--- config.mk ---
export PLATFORM = sky130hd
export DESIGN_NAME = mc_ctrl_fsm
export DESIGN_NICKNAME = d
export VERILOG_FILES = /design/src/rtl/mc_ctrl_pkg.sv /design/src/rtl/alu_op_dec.sv /design/src/rtl/mc_ctrl_fsm.sv
export SDC_FILE = /design/constraint.sdc
export NUM_CORES = 1
export LEC_CHECK = 0
export CORE_MARGIN = 2
export CORE_UTILIZATION = 41
export CTS_CLUSTER_SIZE = 30
export DETAILED_ROUTE_END_ITERATION = 8
export PLACE_DENSITY = 0.84
export SLEW_MARGIN = 20
export SYNTH_ARGS = -nofsm -noshare
export SYNTH_HDL_FRONTEND = slang
export SYNTH_SLANG_ARGS = --single-unit
--- constraint.sdc ---
create_clock -name clk -period 3.38 [get_ports clk]
set_input_delay 0.676 -clock clk [delete_from_list [all_inputs] [get_ports clk]]
set_output_delay 0.676 -clock clk [all_outputs]
set_load 0.1 [all_outputs]
--- src/rtl/mc_ctrl_pkg.sv ---
// Shared encodings for the multicycle controller: state codes, ALU control codes,
// and the opcode/funct values the decoder recognises.
package mc_ctrl_pkg;

  typedef enum logic [3:0] {
    S_FETCH  = 4'd0,
    S_DECODE = 4'd1,
    S_MEMADR = 4'd2,
    S_MEMRD  = 4'd3,
    S_MEMWB  = 4'd4,
    S_MEMWR  = 4'd5,
    S_EXEC   = 4'd6,
    S_RWB    = 4'd7,
    S_BRANCH = 4'd8,
    S_JUMP   = 4'd9,
    S_ILL    = 4'd10
  } state_t;

  // Code 3'b100 is reserved and never produced.
  localparam logic [2:0] GIN_AND   = 3'b000;
  localparam logic [2:0] GIN_OR    = 3'b001;
  localparam logic [2:0] GIN_ADD   = 3'b010;
  localparam logic [2:0] GIN_PASSA = 3'b011;
  localparam logic [2:0] GIN_SRL   = 3'b101;
  localparam logic [2:0] GIN_SUB   = 3'b110;
  localparam logic [2:0] GIN_SLT   = 3'b111;

  localparam logic [5:0] OP_RTYPE = 6'b000000;
  localparam logic [5:0] OP_BLTZ  = 6'b000001;
  localparam logic [5:0] OP_J     = 6'b000010;
  localparam logic [5:0] OP_BEQ   = 6'b000100;
  localparam logic [5:0] OP_BNE   = 6'b000101;
  localparam logic [5:0] OP_LW    = 6'b100011;
  localparam logic [5:0] OP_SW    = 6'b101011;

  localparam logic [5:0] FN_SRL = 6'b000010;
  localparam logic [5:0] FN_ADD = 6'b100000;
  localparam logic [5:0] FN_SUB = 6'b100010;
  localparam logic [5:0] FN_AND = 6'b100100;
  localparam logic [5:0] FN_OR  = 6'b100101;
  localparam logic [5:0] FN_SLT = 6'b101010;

endpackage

--- src/rtl/alu_op_dec.sv ---
// R-type funct field to ALU control decode; valid drops for functs the
// datapath cannot execute.
module alu_op_dec
  import mc_ctrl_pkg::*;
(
  input  logic [5:0] funct,
  output logic [2:0] gin,
  output logic       valid
);

  always_comb begin
    gin   = GIN_ADD;
    valid = 1'b1;
    case (funct)
      FN_ADD:  gin = GIN_ADD;
      FN_SUB:  gin = GIN_SUB;
      FN_AND:  gin = GIN_AND;
      FN_OR:   gin = GIN_OR;
      FN_SLT:  gin = GIN_SLT;
      FN_SRL:  gin = GIN_SRL;
      default: valid = 1'b0;
    endcase
  end

endmodule

--- src/rtl/mc_ctrl_fsm.sv ---
// Moore multicycle controller for a MIPS-style datapath.
// Optional feature: define BRANCH_NEG_EN to decode bltz (opcode 000001) as a branch on nout.
module mc_ctrl_fsm
  import mc_ctrl_pkg::*;
(
  input  logic       clk,
  input  logic       reset,
  input  logic [5:0] opcode,
  input  logic [5:0] funct,
  input  logic       zout,
  input  logic       nout,
  output logic [2:0] gin,
  output logic       alusrca,
  output logic [1:0] alusrcb,
  output logic       iord,
  output logic       memread,
  output logic       memwrite,
  output logic       irwrite,
  output logic       regdst,
  output logic       memtoreg,
  output logic       regwrite,
  output logic [1:0] pcsource,
  output logic       pc_en,
  output logic       illegal,
  output logic [3:0] state
);

  state_t     cur;
  state_t     st;
  logic [2:0] gin_q;
  logic [2:0] dec_gin;
  logic       dec_valid;

  alu_op_dec u_alu_op_dec (
    .funct (funct),
    .gin   (dec_gin),
    .valid (dec_valid)
  );

`ifndef BRANCH_NEG_EN
  logic unused_nout;
  assign unused_nout = nout;
`endif

  // gin_q captures the EXEC operation so RWB repeats it regardless of funct.
  always_ff @(posedge clk) begin
    if (reset) begin
      cur   <= S_FETCH;
      gin_q <= GIN_ADD;
    end else begin
      case (cur)
        S_FETCH:  cur <= S_DECODE;
        S_DECODE: begin
          case (opcode)
            OP_RTYPE:     cur <= S_EXEC;
            OP_LW, OP_SW: cur <= S_MEMADR;
            OP_BEQ, OP_BNE: cur <= S_BRANCH;
            OP_J:         cur <= S_JUMP;
`ifdef BRANCH_NEG_EN
            OP_BLTZ:      cur <= S_BRANCH;
`else
            OP_BLTZ:      cur <= S_ILL;
`endif
            default:      cur <= S_ILL;
          endcase
        end
        S_MEMADR: cur <= (opcode == OP_SW) ? S_MEMWR : S_MEMRD;
        S_MEMRD:  cur <= S_MEMWB;
        S_EXEC: begin
          cur   <= dec_valid ? S_RWB : S_ILL;
          gin_q <= dec_gin;
        end
        default:  cur <= S_FETCH;
      endcase
    end
  end

  assign state = cur;

  // While reset is held the outputs look like a FETCH with its side effects masked.
  always_comb begin
    st       = reset ? S_FETCH : cur;
    gin      = GIN_ADD;
    alusrca  = 1'b0;
    alusrcb  = 2'b00;
    iord     = 1'b0;
    memread  = 1'b0;
    memwrite = 1'b0;
    irwrite  = 1'b0;
    regdst   = 1'b0;
    memtoreg = 1'b0;
    regwrite = 1'b0;
    pcsource = 2'b00;
    pc_en    = 1'b0;
    illegal  = 1'b0;
    case (st)
      S_FETCH: begin
        memread = 1'b1;
        irwrite = 1'b1;
        alusrcb = 2'b01;
        pc_en   = 1'b1;
      end
      S_DECODE: alusrcb = 2'b11;
      S_MEMADR: begin
        alusrca = 1'b1;
        alusrcb = 2'b10;
      end
      S_MEMRD: begin
        iord    = 1'b1;
        memread = 1'b1;
      end
      S_MEMWB: begin
        memtoreg = 1'b1;
        regwrite = 1'b1;
      end
      S_MEMWR: begin
        iord     = 1'b1;
        memwrite = 1'b1;
      end
      S_EXEC: begin
        alusrca = 1'b1;
        gin     = dec_gin;
      end
      S_RWB: begin
        regdst   = 1'b1;
        regwrite = 1'b1;
        gin      = gin_q;
      end
      S_BRANCH: begin
        alusrca  = 1'b1;
        pcsource = 2'b01;
`ifdef BRANCH_NEG_EN
        if (opcode == OP_BLTZ) begin
          gin   = GIN_PASSA;
          pc_en = nout;
        end else begin
          gin   = GIN_SUB;
          pc_en = (opcode == OP_BNE) ? ~zout : zout;
        end
`else
        gin   = GIN_SUB;
        pc_en = (opcode == OP_BNE) ? ~zout : zout;
`endif
      end
      S_JUMP: begin
        pcsource = 2'b10;
        pc_en    = 1'b1;
      end
      S_ILL:   illegal = 1'b1;
      default: ;
    endcase
    if (reset) begin
      memread = 1'b0;
      irwrite = 1'b0;
      pc_en   = 1'b0;
      illegal = 1'b0;
    end
  end

endmodule

==> out/summary.txt <==
outcome -> completed
slowest stage cell, crit path -> clkdlybuf4s50_1
R2R setup slack -> 1.32 ns
WP data required -> 2.70 ns
post-cts resize count -> 0
DR vias/cell -> 5.85
Cell Pwr Density -> 373 nW/um2
Setup Viol. Count Final -> 0
ys flop type -> dfxtp_1
buffers added on ports -> 35
slew of the pin with the lowest slew margin -> 0.560 ns
number of antenna diodes -> 0
Post-Syn Instances -> 104
Layout Skew -> 0.00112 ns
layout cell share with drive strength beyond 1 -> 0.309
number of synthesized register bits -> 7
worst hold path class -> register to register
LEAKAGE -> 0.480 nW
hold slack -> 0.480 ns
Final #Nets -> 156
initial antenna violation count -> 0
via count -> 907
WL final -> 2.20 mm
final period utilization -> 0.957
synth warn -> 0
Std-Cell Rows -> 14
Starting Density -> 0.449
routed len/inst -> 14.2 um
Global Route Usage Sum -> 0.244
Worst-Skew Late Latency -> 0.27 ns
hold endpoint -> gin_q[2]
count leader, synth -> nor2_1
Clock Sinks -> 7
dpl cell area -> 1300 um2
CTS H-tree lvls -> 1
post-layout util -> 0.860
Final Hold Fails -> 0
Final GP Congestion -> 0.800
Hold Crit Depth -> 2
Critical R2R Capture -> state[2]
WS Path Type -> input port to output pin
clock buffer depth -> 2
Syn-to-layout area delta -> 91.5%
fmax -> 309 MHz
Hold Path Origin -> gin_q[2]
gr ovfl total -> 0
slew margin rel. -> 0.626
largest cells by area after synthesis -> dfxtp_1 20%, nor2_1 7.6%, nor3_1 5.8%
DIE HEIGHT -> 45.1 um
Ports -> 37
Multi-input gate area -> 591 um2
DRT Pass-1 Iters -> 6
asr flop ratio synth -> 0
Clock Tree Root -> clkbuf_4
Worst setup SP type -> input port
Setup crit start -> funct[2]
Critical Path Sink Type -> output pin
DR iter-0 viols -> 17
FF-to-FF path depth -> 4
vias in the first global route -> 765
synthesized net count -> 120
Tmin final -> 3.24 ns
Mapped Area -> 692 um2
Post-CTS Setup Inserts -> 0
post-synthesis cell type count -> 36
max incr delay on CP -> 0.45 ns
Num CTS Buffers -> 3
CTS tree -> yes
sequential fraction of the synthesis area -> 0.203
largest net degree at the start of global routing -> 17
design area -> 1330 um2
Max Cap Viol -> 0
crit-path cells -> clkdlybuf4s50_1, or3b_1, a2bb2oi_1, or3_1, a211oi_4, buf_12
worst-path maximum fanout -> 4
max-slew violation count -> 0
RSZ-0062 raised after global routing -> no
core area -> 1540 um2
Die ar. -> 2030 um2
Yosys top cell area share -> 0.203
Critical R2R Launch -> state[2]
DRC Markers -> 0
Clock transition at path regs -> 0.06 ns
Buf+Inv Stages, Crit Path -> 2
DPL Wire Length -> 1.75 mm
sequential cell area -> 140 um2
top cells by count, synth -> 14 x nor2_1, 8 x nor3_1, 7 x clkbuf_1, 7 x dfxtp_1, 7 x nand2_1
syn_area_per_cell -> 6.65 um2
Die Wd -> 45.1 um
CP delay by family, top -> simple AND/OR/NAND/NOR gates
fill count -> 95
maximum VDD drop -> 0.233 mV
Arr. time, crit path -> 2.56 ns
number of synthesized flops with an enable pin -> 0
first-pass GRT wire length -> 3.57 mm
Routed Antenna Nets -> 0
area leader, netlist -> dfxtp_1
hold_buf cts -> 0
cell families (layout without fill, tap and decap cells):
group | count (synthesis) | in the layout | share of synthesized area
AOI/OAI and AO/OA | 29 | 29 | 0.277
xor gates and xnor gates | 4 | 4 | 0.0506
buffers and inverters | 11 | 46 | 0.0597
DFF | 7 | 7 | 0.203
and+or+nand+nor | 53 | 53 | 0.411
flip-flops by register name, indices dropped and copies added (netlist names):
name / cells
gin_q: 3
state: 4
worst min-delay path, cell delays in order (launching register included):
cell,delay [ns]
dfxtp_1,0.31
o21ai_0,0.06
a21oi_1,0.06
cell type report:
type | count | area share
multi-input combinational | 86 | 0.446
timing repair buffer | 38 | 0.402
sequential | 7 | 0.106
clock buffer | 4 | 0.0198
tap | 16 | 0.0151
inverter | 4 | 0.0113
placed cells by master, fill, tap and decap left out, types with 3 or more instances in the layout:
cell type	synthesis	final
buf_4	0	7
inv_1	4	4
clkdlybuf4s50_1	0	14
nor2_1	14	10
clkbuf_4	0	3
buf_12	0	17
nor2_2	0	4
a21oi_1	4	3
or3_1	3	3
nor3_1	8	6
a31oi_1	4	3
dfxtp_1	7	7
nand2_1	7	7
or2_2	3	3
o21ai_0	6	6
routing by layer:
metal	track usage	routed length (um)
met1	0.305	944
met2	0.417	1100
met3	0.0280	120
met4	0.106	32
met5	0	0
through the flow:
step / std cells / setup slack [ns] / power [W] / setup TNS (ns)
after detailed placement: 151 / 0.135 / 0.000410 / 0
after global placement: 151 / 0.188 / 0.000405 / 0
after CTS: 155 / 0.134 / 0.000492 / 0
final: 155 / 0.144 / 0.000495 / 0
after global routing: 155 / 0.0709 / 0.000513 / 0
after floorplan: 104 / -0.529 / 0.000305 / -0.679
how the worst max path moves through the flow:
stage,to,slack (ns),cells after the start
final,gin[0],0.14,6
after global routing,gin[0],0.07,6
after CTS,gin[0],0.13,6
after detailed placement,gin[0],0.14,6
after global placement,gin[0],0.19,6
after floorplan,illegal,-0.53,3
where the power goes:
group	switching, W	internal (W)
Clock	0.0000406	0.0000457
Sequential	0.0000192	0.0000876
Combinational	0.000198	0.000104
(Power assumes the default switching activity.)
